[src/rtl/fpu_pkg.sv]
// rtl/fpu_pkg.sv - shared FPU normalization constants, FSM states and step codes
package fpu_pkg;

   localparam int N_MANT     = 25;
   localparam int N_EXP      = 8;
   localparam int EXP_MAX    = 2**N_EXP - 1;
   localparam int CARRY_BIT  = N_MANT - 1;
   localparam int HIDDEN_BIT = N_MANT - 2;

   typedef enum logic {IDLE, SHIFT} state_t;

   typedef enum logic {DIR_LEFT, DIR_RIGHT} dir_t;

   // How the current SHIFT evaluation terminates, FIN_NONE while still iterating.
   typedef enum logic [2:0] {
      FIN_NONE,
      FIN_ZERO,
      FIN_OVF,
      FIN_UNF,
      FIN_NORM
   } fin_t;

endpackage

[src/rtl/norm_seq_ctrl_if.sv]
// rtl/norm_seq_ctrl_if.sv - start/done request-result bundle of the normalizer
interface norm_seq_ctrl_if #(
   parameter int N_mant = 25,
   parameter int N_exp  = 8
);
   localparam int CW = $clog2(N_mant);

   logic              start;
   logic              ready;
   logic [N_mant-1:0] mant_in;
   logic [N_exp-1:0]  exp_in;
   logic              done;
   logic [N_mant-2:0] mant_out;
   logic              sticky;
   logic [N_exp-1:0]  exp_out;
   logic              zero;
   logic              overflow;
   logic              underflow;
   logic [CW-1:0]     shift_cnt;

   modport master (
      output start, mant_in, exp_in,
      input  ready, done, mant_out, sticky, exp_out, zero, overflow, underflow, shift_cnt
   );

   modport slave (
      input  start, mant_in, exp_in,
      output ready, done, mant_out, sticky, exp_out, zero, overflow, underflow, shift_cnt
   );

endinterface

[src/rtl/norm_step.sv]
// rtl/norm_step.sv - combinational one-position mantissa shift with exponent adjust
module norm_step
   import fpu_pkg::*;
#(
   parameter int N_mant = N_MANT,
   parameter int N_exp  = N_EXP
) (
   input  logic [N_mant-1:0] mant,
   input  logic [N_exp:0]    exp,
   input  dir_t              dir,
   output logic [N_mant-1:0] mant_nxt,
   output logic [N_exp:0]    exp_nxt,
   output logic              shifted_out
);

   always_comb begin
      mant_nxt    = mant;
      exp_nxt     = exp;
      shifted_out = 1'b0;
      if (dir == DIR_RIGHT) begin
         mant_nxt    = {1'b0, mant[N_mant-1:1]};
         exp_nxt     = exp + 1'b1;
         shifted_out = mant[0];
      end else begin
         mant_nxt    = {mant[N_mant-2:0], 1'b0};
         exp_nxt     = exp - 1'b1;
      end
   end

endmodule

[src/rtl/norm_seq_ctrl.sv]
// rtl/norm_seq_ctrl.sv - iterative post-add normalizer, one shift per clock
module norm_seq_ctrl
   import fpu_pkg::*;
#(
   parameter int N_mant = N_MANT,
   parameter int N_exp  = N_EXP
) (
   input  logic           clk,
   input  logic           rst,
   norm_seq_ctrl_if.slave bus
);

   localparam int CARRY  = N_mant - 1;
   localparam int HIDDEN = N_mant - 2;
   localparam int CW     = $clog2(N_mant);
   localparam logic [N_exp:0] EXP_LIM = {1'b0, {N_exp{1'b1}}};
   localparam logic [N_exp:0] EXP_ONE = {{N_exp{1'b0}}, 1'b1};

   state_t            state, state_nxt;
   fin_t              fin;
   logic              shift_en;
   dir_t              shift_dir;

   logic [N_mant-1:0] w_mant;
   logic [N_exp:0]    w_exp;
   logic              w_sticky;
   logic [CW-1:0]     w_cnt;

   logic [N_mant-1:0] step_mant;
   logic [N_exp:0]    step_exp;
   logic              step_lsb;

   logic              done_q;
   logic [N_mant-2:0] mant_q;
   logic              sticky_q;
   logic [N_exp-1:0]  exp_q;
   logic              zero_q;
   logic              ovf_q;
   logic              unf_q;
   logic [CW-1:0]     cnt_q;

   norm_step #(
      .N_mant (N_mant),
      .N_exp  (N_exp)
   ) u_step (
      .mant        (w_mant),
      .exp         (w_exp),
      .dir         (shift_dir),
      .mant_nxt    (step_mant),
      .exp_nxt     (step_exp),
      .shifted_out (step_lsb)
   );

   always_ff @(posedge clk or posedge rst) begin
      if (rst) state <= IDLE;
      else     state <= state_nxt;
   end

   // Overflow is reported on the evaluation after the right shift that reached all-ones.
   always_comb begin
      state_nxt = state;
      fin       = FIN_NONE;
      shift_en  = 1'b0;
      shift_dir = DIR_LEFT;
      case (state)
         IDLE: begin
            if (bus.start) state_nxt = SHIFT;
         end
         SHIFT: begin
            if (w_mant == '0) begin
               fin = FIN_ZERO;
            end else if (w_exp >= EXP_LIM) begin
               fin = FIN_OVF;
            end else if (w_mant[CARRY]) begin
               shift_en  = 1'b1;
               shift_dir = DIR_RIGHT;
            end else if (!w_mant[HIDDEN]) begin
               if (w_exp > EXP_ONE) shift_en = 1'b1;
               else                 fin      = FIN_UNF;
            end else begin
               fin = FIN_NORM;
            end
            if (fin != FIN_NONE) state_nxt = IDLE;
         end
         default: state_nxt = IDLE;
      endcase
   end

   always_ff @(posedge clk or posedge rst) begin
      if (rst) begin
         w_mant   <= '0;
         w_exp    <= '0;
         w_sticky <= 1'b0;
         w_cnt    <= '0;
         done_q   <= 1'b0;
         mant_q   <= '0;
         sticky_q <= 1'b0;
         exp_q    <= '0;
         zero_q   <= 1'b0;
         ovf_q    <= 1'b0;
         unf_q    <= 1'b0;
         cnt_q    <= '0;
      end else begin
         done_q <= 1'b0;
         if (state == IDLE && bus.start) begin
            w_mant   <= bus.mant_in;
            w_exp    <= {1'b0, bus.exp_in};
            w_sticky <= 1'b0;
            w_cnt    <= '0;
         end
         if (shift_en) begin
            w_mant   <= step_mant;
            w_exp    <= step_exp;
            w_sticky <= w_sticky | step_lsb;
            w_cnt    <= w_cnt + 1'b1;
         end
         if (fin != FIN_NONE) begin
            done_q   <= 1'b1;
            sticky_q <= w_sticky;
            cnt_q    <= w_cnt;
            zero_q   <= (fin == FIN_ZERO);
            ovf_q    <= (fin == FIN_OVF);
            unf_q    <= (fin == FIN_UNF);
            mant_q   <= (fin == FIN_NORM || fin == FIN_UNF) ? w_mant[N_mant-2:0] : '0;
            if (fin == FIN_NORM)     exp_q <= w_exp[N_exp-1:0];
            else if (fin == FIN_OVF) exp_q <= '1;
            else                     exp_q <= '0;
         end
      end
   end

   assign bus.ready     = (state == IDLE);
   assign bus.done      = done_q;
   assign bus.mant_out  = mant_q;
   assign bus.sticky    = sticky_q;
   assign bus.exp_out   = exp_q;
   assign bus.zero      = zero_q;
   assign bus.overflow  = ovf_q;
   assign bus.underflow = unf_q;
   assign bus.shift_cnt = cnt_q;

endmodule

[src/flat_wrapper.sv]
// flat-port wrapper written by rule: the top's interface ports become plain ports
module norm_seq_ctrl_flat import fpu_pkg::*;
#(
   parameter int N_mant = N_MANT,
   parameter int N_exp  = N_EXP
)
  (clk, rst, bus_start, bus_mant_in, bus_exp_in, bus_ready, bus_done, bus_mant_out, bus_sticky, bus_exp_out, bus_zero, bus_overflow, bus_underflow, bus_shift_cnt);
  norm_seq_ctrl_if #(.N_mant(N_mant), .N_exp(N_exp)) bus_i ();
  input  logic clk;
  input  logic rst;
  input wire logic [$bits(bus_i.start)-1:0] bus_start;
  input wire logic [$bits(bus_i.mant_in)-1:0] bus_mant_in;
  input wire logic [$bits(bus_i.exp_in)-1:0] bus_exp_in;
  output wire logic [$bits(bus_i.ready)-1:0] bus_ready;
  output wire logic [$bits(bus_i.done)-1:0] bus_done;
  output wire logic [$bits(bus_i.mant_out)-1:0] bus_mant_out;
  output wire logic [$bits(bus_i.sticky)-1:0] bus_sticky;
  output wire logic [$bits(bus_i.exp_out)-1:0] bus_exp_out;
  output wire logic [$bits(bus_i.zero)-1:0] bus_zero;
  output wire logic [$bits(bus_i.overflow)-1:0] bus_overflow;
  output wire logic [$bits(bus_i.underflow)-1:0] bus_underflow;
  output wire logic [$bits(bus_i.shift_cnt)-1:0] bus_shift_cnt;
  assign bus_i.start = bus_start;
  assign bus_i.mant_in = bus_mant_in;
  assign bus_i.exp_in = bus_exp_in;
  assign bus_ready = bus_i.ready;
  assign bus_done = bus_i.done;
  assign bus_mant_out = bus_i.mant_out;
  assign bus_sticky = bus_i.sticky;
  assign bus_exp_out = bus_i.exp_out;
  assign bus_zero = bus_i.zero;
  assign bus_overflow = bus_i.overflow;
  assign bus_underflow = bus_i.underflow;
  assign bus_shift_cnt = bus_i.shift_cnt;
  norm_seq_ctrl #(.N_mant(N_mant), .N_exp(N_exp)) u_core (.clk(clk), .rst(rst), .bus(bus_i));
endmodule
[config.mk]
export PLATFORM = sky130hd
export DESIGN_NAME = norm_seq_ctrl_flat
export DESIGN_NICKNAME = d
export VERILOG_FILES = /design/src/rtl/fpu_pkg.sv /design/src/rtl/norm_seq_ctrl_if.sv /design/src/rtl/norm_step.sv /design/src/rtl/norm_seq_ctrl.sv /design/src/flat_wrapper.sv
export SDC_FILE = /design/constraint.sdc
export NUM_CORES = 1
export LEC_CHECK = 0
export CAP_MARGIN = 20
export CELL_PAD_IN_SITES_DETAIL_PLACEMENT = 1
export CELL_PAD_IN_SITES_GLOBAL_PLACEMENT = 2
export CORE_UTILIZATION = 37
export CTS_BUF_LIST = sky130_fd_sc_hd__clkbuf_16
export DETAILED_ROUTE_END_ITERATION = 10
export PLACE_DENSITY_LB_ADDON = 0.1
export SYNTH_ARGS = -nofsm -noshare
export SYNTH_HDL_FRONTEND = slang
export SYNTH_HIERARCHICAL = 1
export SYNTH_SLANG_ARGS = --single-unit
[constraint.sdc]
create_clock -name clk -period 6.7 [get_ports clk]
set_clock_uncertainty 0.05 [all_clocks]
set_input_delay 1.34 -clock clk [delete_from_list [all_inputs] [get_ports clk]]
set_output_delay 1.34 -clock clk [all_outputs]
set_load 0.02 [all_outputs]
==> flow_results.xml <==
<?xml version="1.0" encoding="UTF-8"?>
<metrics>
  <group name="outcome">
    <metric name="run_status" unit="">completed</metric>
  </group>
  <group name="sta">
    <metric name="setup_repair_after_global_routing_missed_its_margin" unit="">no</metric>
    <metric name="slew_headroom" unit="">0.348</metric>
    <metric name="worstMarginPinSlew" unit="ns">0.970</metric>
    <metric name="finalHoldViolations" unit="">0</metric>
    <metric name="min_period_over_period" unit="">0.483</metric>
    <metric name="setup_violations" unit="">0</metric>
    <metric name="fmax" unit="MHz">309</metric>
    <metric name="fin_setup_tns" unit="ns">0</metric>
    <metric name="minimum_clock_period" unit="ns">3.24</metric>
    <metric name="final_max_slew_viol_count" unit="">0</metric>
  </group>
  <group name="power_and_ir_drop">
    <metric name="ir_worst_vdd" unit="µV">222</metric>
    <metric name="post_route_total_power" unit="mW">2.96</metric>
    <metric name="power_leakage" unit="nW">2.31</metric>
    <metric name="power-per-cell-area" unit="nW/µm²">551</metric>
  </group>
  <group name="critical_path">
    <metric name="cp_slowest_stage_delay" unit="ns">0.44</metric>
    <metric name="worst-path-max-fanout" unit="">29</metric>
    <metric name="critPathLaunchType" unit="">register</metric>
    <metric name="path_class" unit="">register to register</metric>
    <metric name="crit_cells" unit="">11</metric>
    <metric name="cpLargestDelayFamily" unit="">simple AND/OR/NAND/NOR gates</metric>
    <metric name="ff2ff_setup_slack" unit="ns">3.46</metric>
    <metric name="cp-startpoint" unit="">u_core/w_exp[6]</metric>
    <metric name="critical_path.endpoint" unit="">u_core/w_exp[7]</metric>
    <metric name="data_arrival_time_of_the_worst_path" unit="ns">3.40</metric>
    <metric name="worst_r2r_path_depth" unit="">11</metric>
    <metric name="buffers_inverters_on_critical_path" unit="">2</metric>
    <metric name="capturing_element_type_of_the_critical_path" unit="">register</metric>
    <metric name="critical_path_cell_list" unit="">nand4_1 -&gt; o21bai_1 -&gt; nor3_2 -&gt; buf_4 -&gt; inv_2 -&gt; ha_1 -&gt; nand2_1 -&gt; nor3_1 -&gt; nor4_1 -&gt; a211o_1 -&gt; a221o_1</metric>
    <metric name="required" unit="ns">6.86</metric>
    <metric name="critPathSlowestCell" unit="">sky130_fd_sc_hd__dfrtp_1</metric>
    <metric name="worstReg2RegEnd" unit="">u_core/w_exp[7]</metric>
    <metric name="critical_path.reg2reg.startpoint" unit="">u_core/w_exp[6]</metric>
  </group>
  <group name="finish">
    <metric name="layout.cells.most_common" unit="">sky130_fd_sc_hd__dfrtp_1</metric>
    <metric name="ff_latch_area" unit="µm²">2080</metric>
    <metric name="multiInputGateArea" unit="µm²">1900</metric>
    <metric name="mostFrequentLayoutCells" unit="">83 x sky130_fd_sc_hd__dfrtp_1, 78 x sky130_fd_sc_hd__clkdlybuf4s50_1, 35 x sky130_fd_sc_hd__and2_1, 35 x sky130_fd_sc_hd__a221o_1, 29 x sky130_fd_sc_hd__mux2_1</metric>
    <metric name="nets" unit="">468</metric>
    <metric name="drive_above_1_share" unit="">0.0841</metric>
    <metric name="insertedDiodeCount" unit="">0</metric>
    <metric name="fill_cells" unit="">1183</metric>
    <metric name="syn_to_final_growth" unit="%">29.7</metric>
  </group>
  <group name="yosys">
    <metric name="async_flop_share" unit="">1.00</metric>
    <metric name="ys_ff_latch" unit="">83</metric>
    <metric name="synth_enable_flop_cells" unit="">0</metric>
    <metric name="ys_dominant_reg_cell" unit="">sky130_fd_sc_hd__dfrtp_1</metric>
    <metric name="synthDistinctLibCells" unit="">46</metric>
    <metric name="synth-seq-area-share" unit="">0.502</metric>
    <metric name="synth_area_per_cell" unit="µm²">12.0</metric>
    <metric name="number_of_warning_messages_in_the_yosys_log" unit="">6</metric>
    <metric name="netlist_area" unit="µm²">4140</metric>
    <metric name="synth_fp_nets" unit="">391</metric>
    <metric name="synthesis.instances" unit="">346</metric>
  </group>
  <group name="cts">
    <metric name="cts_resized" unit="">0</metric>
    <metric name="clk_root_buffer_cell" unit="">sky130_fd_sc_hd__clkbuf_16</metric>
    <metric name="clk_pin_slew_worst_paths" unit="ns">0.07</metric>
    <metric name="clkSinkCount" unit="">83</metric>
    <metric name="clock_path_buffers" unit="">2</metric>
    <metric name="numCtsBuffers" unit="">9</metric>
    <metric name="postCtsSetupBuffers" unit="">0</metric>
    <metric name="hold_buffers" unit="">0</metric>
    <metric name="cts_tree" unit="">yes</metric>
    <metric name="htree_num_levels" unit="">3</metric>
    <metric name="clock_latency" unit="ns">0.33</metric>
  </group>
  <group name="placement">
    <metric name="place_congestion" unit="">0.780</metric>
    <metric name="io_buffer_count" unit="">78</metric>
    <metric name="place.detailed.hpwl" unit="mm">7.43</metric>
  </group>
  <group name="route">
    <metric name="via_count" unit="">3155</metric>
    <metric name="ant_nets" unit="">0</metric>
    <metric name="drt_wl_total" unit="mm">11.1</metric>
    <metric name="via_per_inst" unit="">5.55</metric>
    <metric name="dr.pass1.iters" unit="">4</metric>
    <metric name="routed_wire_per_std_cell" unit="µm">19.5</metric>
    <metric name="drt_drc_violations_left" unit="">0</metric>
    <metric name="first_iter_violations" unit="">128</metric>
  </group>
  <group name="grt">
    <metric name="grt_start_max_net_pins" unit="">84</metric>
    <metric name="grt_antenna_before_repair" unit="">0</metric>
    <metric name="gr-usage-all-layers" unit="">0.201</metric>
    <metric name="grt_pass1_wl" unit="mm">17.9</metric>
    <metric name="grt.overflow.total" unit="">0</metric>
    <metric name="first_global_vias" unit="">3221</metric>
  </group>
  <group name="floorplan">
    <metric name="fp-row-count" unit="">38</metric>
    <metric name="starting_density" unit="">0.380</metric>
    <metric name="floorplan.die.height" unit="µm">108</metric>
    <metric name="fp.dieW" unit="µm">108</metric>
    <metric name="design.core.area" unit="µm²">10900</metric>
    <metric name="die-area" unit="µm²">11600</metric>
    <metric name="i_o_pin_count" unit="">79</metric>
  </group>
  <group name="job">
    <metric name="max_cap_viol_count" unit="">0</metric>
  </group>
  <group name="worst_hold_path">
    <metric name="min_path_type" unit="">register to register</metric>
  </group>
</metrics>
==> metrics by stage <==
stage | instances | area [µm²] | hold WS [ns] | setup WS [ns] | utilization
after floorplan | 346 | 4140 | 0.391 | 3.17 | -
after global placement | 551 | 5030 | 0.407 | 3.39 | 0.462
after detailed placement | 551 | 5030 | 0.423 | 3.27 | 0.462
after CTS | 567 | 5350 | 0.433 | 3.45 | 0.491
after global routing | 568 | 5370 | 0.441 | 3.16 | 0.493
final | 568 | 5370 | 0.424 | 3.46 | 0.493
==> logic make-up (layout without fill, tap and decap cells) <==
kind of cell / Yosys count / after routing / synth area share
AO/OA/AOI/OAI: 95 / 95 / 0.206
multiplexers: 33 / 33 / 0.0888
buffers and inverters: 31 / 113 / 0.0411
XOR/XNOR: 7 / 7 / 0.0148
AND/OR/NAND/NOR: 88 / 88 / 0.119
adder cells (fa/ha/maj): 9 / 9 / 0.0290
flip-flops: 83 / 83 / 0.502
==> power by group <==
part | switching (mW) | total [mW] | internal, mW
registers | 0.232 | 0.956 | 0.725
logic | 0.750 | 1.47 | 0.719
clock network | 0.208 | 0.534 | 0.326
total | 1.19 | 2.96 | 1.77
==> layer usage <==
layer | up-vias | wire length (µm) | GRT usage | part of all wire
li1 | 1474 | - | - | -
met1 | 1624 | 5360 | 0.283 | 0.48
met2 | 50 | 5380 | 0.322 | 0.49
met3 | 7 | 238 | 0.0291 | 0.021
met4 | 0 | 93 | 0.0558 | 0.0084
met5 | - | 0 | 0 | 0
==> cell type report <==
type                    instances  share of cell area
inverters                      11             0.00792
clock buffers                   9              0.0419
well taps                     140              0.0326
repair buffers                 86               0.160
clock inverters                 7              0.0172
multi-input cells             232               0.354
flip-flops and latches         83               0.387
==> synthesized netlist by cell type, types with 3 or more instances <==
| master | number | area share |
|---|---|---|
| sky130_fd_sc_hd__dfrtp_1 | 83 | 0.50 |
| sky130_fd_sc_hd__a221o_1 | 35 | 0.085 |
| sky130_fd_sc_hd__and2_1 | 35 | 0.053 |
| sky130_fd_sc_hd__mux2_1 | 29 | 0.079 |
| sky130_fd_sc_hd__a22o_1 | 26 | 0.055 |
| sky130_fd_sc_hd__nand2_1 | 17 | 0.015 |
| sky130_fd_sc_hd__inv_1 | 9 | 0.0082 |
| sky130_fd_sc_hd__a2bb2oi_1 | 8 | 0.017 |
| sky130_fd_sc_hd__ha_1 | 8 | 0.024 |
| sky130_fd_sc_hd__nor4_1 | 8 | 0.012 |
| sky130_fd_sc_hd__buf_2 | 7 | 0.0085 |
| sky130_fd_sc_hd__clkbuf_1 | 7 | 0.0063 |
| sky130_fd_sc_hd__nor3_1 | 7 | 0.0085 |
| sky130_fd_sc_hd__buf_6 | 6 | 0.016 |
| sky130_fd_sc_hd__nand3_1 | 5 | 0.0060 |
| sky130_fd_sc_hd__xnor2_1 | 5 | 0.011 |
| sky130_fd_sc_hd__nor2b_1 | 4 | 0.0060 |
| sky130_fd_sc_hd__a21oi_1 | 3 | 0.0036 |
| sky130_fd_sc_hd__mux2i_1 | 3 | 0.0073 |
| sky130_fd_sc_hd__nand4_1 | 3 | 0.0045 |
| sky130_fd_sc_hd__nor2_1 | 3 | 0.0027 |
| sky130_fd_sc_hd__o21a_1 | 3 | 0.0054 |
==> worst reg2reg max path: cells and delay by family (launching register included) <==
family / cells / cell delay [ns]
AOI/OAI and AO/OA: 3 / 0.73
adders and majority gates: 1 / 0.43
buffers and inverters: 2 / 0.58
DFF: 1 / 0.44
and+or+nand+nor: 5 / 0.89
==> sequential cells by signal, summed over array words and instances, names as in the netlist <==
name                  count
u_core/bus.sticky         1
u_core/bus.mant_out      24
u_core/bus.zero           1
u_core/bus.shift_cnt      5
u_core/w_exp              9
u_core/state              1
u_core/w_mant            25
u_core/bus.exp_out        8
u_core/w_sticky           1
u_core/bus.underflow      1
u_core/w_cnt              5
u_core/bus.overflow       1
u_core/bus.done           1
==> how the worst min path moves through the flow <==
| stage | from | endpoint | slack [ns] | cells past startpoint |
|---|---|---|---|---|
| global placement | u_core/w_cnt[4] | u_core/w_cnt[4] | 0.41 | 1 |
| detailed placement | u_core/bus.mant_out[23] | u_core/bus.mant_out[23] | 0.42 | 1 |
| global route | u_core/w_cnt[4] | u_core/w_cnt[4] | 0.44 | 1 |
| floorplan | u_core/w_cnt[4] | u_core/w_cnt[4] | 0.39 | 1 |
| CTS | u_core/w_cnt[4] | u_core/w_cnt[4] | 0.43 | 1 |
| finish | u_core/w_cnt[4] | u_core/w_cnt[4] | 0.42 | 1 |
No activity file was read; power rests on OpenSTA's default activity.
==> RTL edit: new RTL, same settings <==
`N_EXP`: 8 -> 7.
--- a/src/rtl/fpu_pkg.sv
+++ b/src/rtl/fpu_pkg.sv
@@ -3,5 +3,5 @@
 
    localparam int N_MANT     = 25;
-   localparam int N_EXP      = 8;
+   localparam int N_EXP      = 7;
    localparam int EXP_MAX    = 2**N_EXP - 1;
    localparam int CARRY_BIT  = N_MANT - 1;
Interface: changed (resized bus_exp_in and bus_exp_out); port bits go from 79 to 77. No check against the original RTL was run, so the function may have changed too.
==> RTL edit against the unedited design <==
- wire length shrank 7.7%
- critical endpoint is now bus_ready
- worst setup slack lost 0.026 ns
- synthesized area shrank 1.7%
- total power shrank 11%
- final cell count shrank 4.0%
- final area shrank 3.6%
- sequential cell count shrank 2
==> RTL edit: results (changes against the unedited design) <==
- Sw Pwr: 1.05 mW (-11%)
- Final Wtd Congestion: 0.767 (-1.7%)
- Largest net degree at the start of global routing: 65 (-23%)
- Fillers: 1092 (-7.7%)
- Max-capacitance violation count: 0 (unchanged)
- Drt first pass iters: 5 (+1)
- Post-synth cell types: 49 (+6.5%)
- Pleak: 2.23 nW (-3.5%)
- Slowest CP cell: clkdlybuf4s50_1
- Reg clk slew, reported paths: 0.06 ns
- Ratio of cells with drive above 1 in the final layout: 13.7% (+5.3 points)
- Synth top area cells: dfrtp_1, a221o_1, mux2_2
- Ys Warns: 6 (unchanged)
- HPWL after DPL: 6.72 mm (-9.5%)
- Ys flop type: dfrtp_1
- Vias in the first global route: 3147 (-2.3%)
- Hold EP: u_core/bus.shift_cnt[3]$_DFFE_PP0P_
- Placed cell areas: 0.00490 mm^2 (-2.6%)
- Final layout net count: 448 (-4.3%)
- Max FFs per register: 25 (unchanged)
- GRT Total Usage: 19.3% (-0.81 points)
- HP Start: u_core/bus.shift_cnt[3]$_DFFE_PP0P_
- Routed len/inst: 18.7 um (-3.8%)
- Status: finished, final reports clean
- R2R cell count: 10 (-1)
- Post-synthesis sequential area ratio: 49.8% (-0.37 points)
- Initial antenna violation count: 0 (unchanged)
- Top cells by count, synth: dfrtp_1, and2_1, a221o_1, a22o_1, mux2_2
- CP max FO: 9 (-69%)
- Inst Count DP: 530 (-3.8%)
- Max VDD drop: 0.209 mV (-6.0%)
- Worst hold path stage count: 1 (unchanged)
- Number of diodes: 0 (unchanged)
- Crit-path leading delay family: buffers and inverters
- Max stage delay on crit path: 0.64 ns (+0.20 ns)
- Synthesized Nets: 374 (-4.3%)
- # port buffers: 76 (-2.6%)
- Drt total wl: 10.2 mm (-7.7%)
- Worst r2r dst: u_core/w_exp[6]$_DFFE_PP0P_
- Slew @ Worst Pin: 1.04 ns (+0.0663 ns)
- Avg Cell Area, Syn: 12.3 um^2 (+2.8%)
- Resized Gates After CTS: 0 (unchanged)
- Via/cell ratio: 5.61 (+1.0%)
- First-pass GRT wire length: 17.0 mm (-4.8%)
- Fin Hold WS: 0.436 ns (+0.0117 ns)
- Reg-to-reg slack, setup: 3.71 ns (+0.25 ns)
- DR iter-0 viols: 103 (-20%)
RTL edit: cell count changes after synthesis, sizes merged, moves of 3 or more:
| cell | change |
|---|---|
| clkbuf | -4 |
| and3 | +3 |
| inv | -3 |
| o21a | -3 |
| nor4 | -3 |
| nor3 | -3 |
RTL edit: power by group through the flow:
stage	sequential (mW)	clock [mW]	combinational, mW
after floorplan	0.900	0	0.908
after global placement	0.889	0	1.24
after detailed placement	0.894	0	1.28
after CTS	0.889	0.487	1.28
after global routing	0.923	0.508	1.39
final	0.889	0.477	1.27
RTL edit: cells by family (layout without fill, tap and decap cells):
logic type,after synthesis,in the layout,share of synthesized area (%)
adders and majority gates,8,8,2.64
and+or+nand+nor,83,83,12.1
muxes,32,32,8.79
xor gates and xnor gates,6,6,1.29
AOI/OAI and AO/OA,94,94,21.0
DFF,81,81,49.8
buffers and inverters,27,105,4.46
RTL edit: per-stage QoR:
step	utilization (%)	setup WS [ns]	power, mW
2_1_floorplan	-	3.23	1.81
3_3_place_gp	46.6	3.56	2.13
3_5_place_dp	46.6	3.55	2.17
4_1_cts	49.3	3.42	2.66
5_1_grt	49.3	3.36	2.83
6_report	49.3	3.44	2.64
RTL edit: worst max-delay path by stage:
stage	startpoint	slack (ns)	depth (start not counted)	endpoint
final	u_core/state$_DFF_PP0_	3.44	2	bus_ready
after global routing	u_core/state$_DFF_PP0_	3.36	2	bus_ready
after CTS	u_core/state$_DFF_PP0_	3.42	2	bus_ready
after detailed placement	bus_start	3.55	4	u_core/w_mant[0]$_DFFE_PP0P_
after global placement	bus_start	3.56	4	u_core/w_cnt[2]$_DFFE_PP0P_
after floorplan	rst	3.23	1	u_core/bus.done$_DFF_PP0_
RTL edit: final cells by class:
cell class	instances	share of cell area (%)
clock buffer	9	4.35
clock inverter	6	1.11
inverter	9	0.676
multi-input combinational	223	36.0
sequential	81	39.1
tap	136	3.29
timing repair buffer	81	15.4
RTL edit: routing by layer:
metal / global-route usage [%] / vias to the layer above / part of all wire [%]
met4: 6.07 / 0 / 1.2
met3: 3.34 / 12 / 3.6
met5: 0 / - / 0
met1: 28.5 / 1568 / 51
met2: 28.7 / 66 / 44
li1: - / 1412 / -
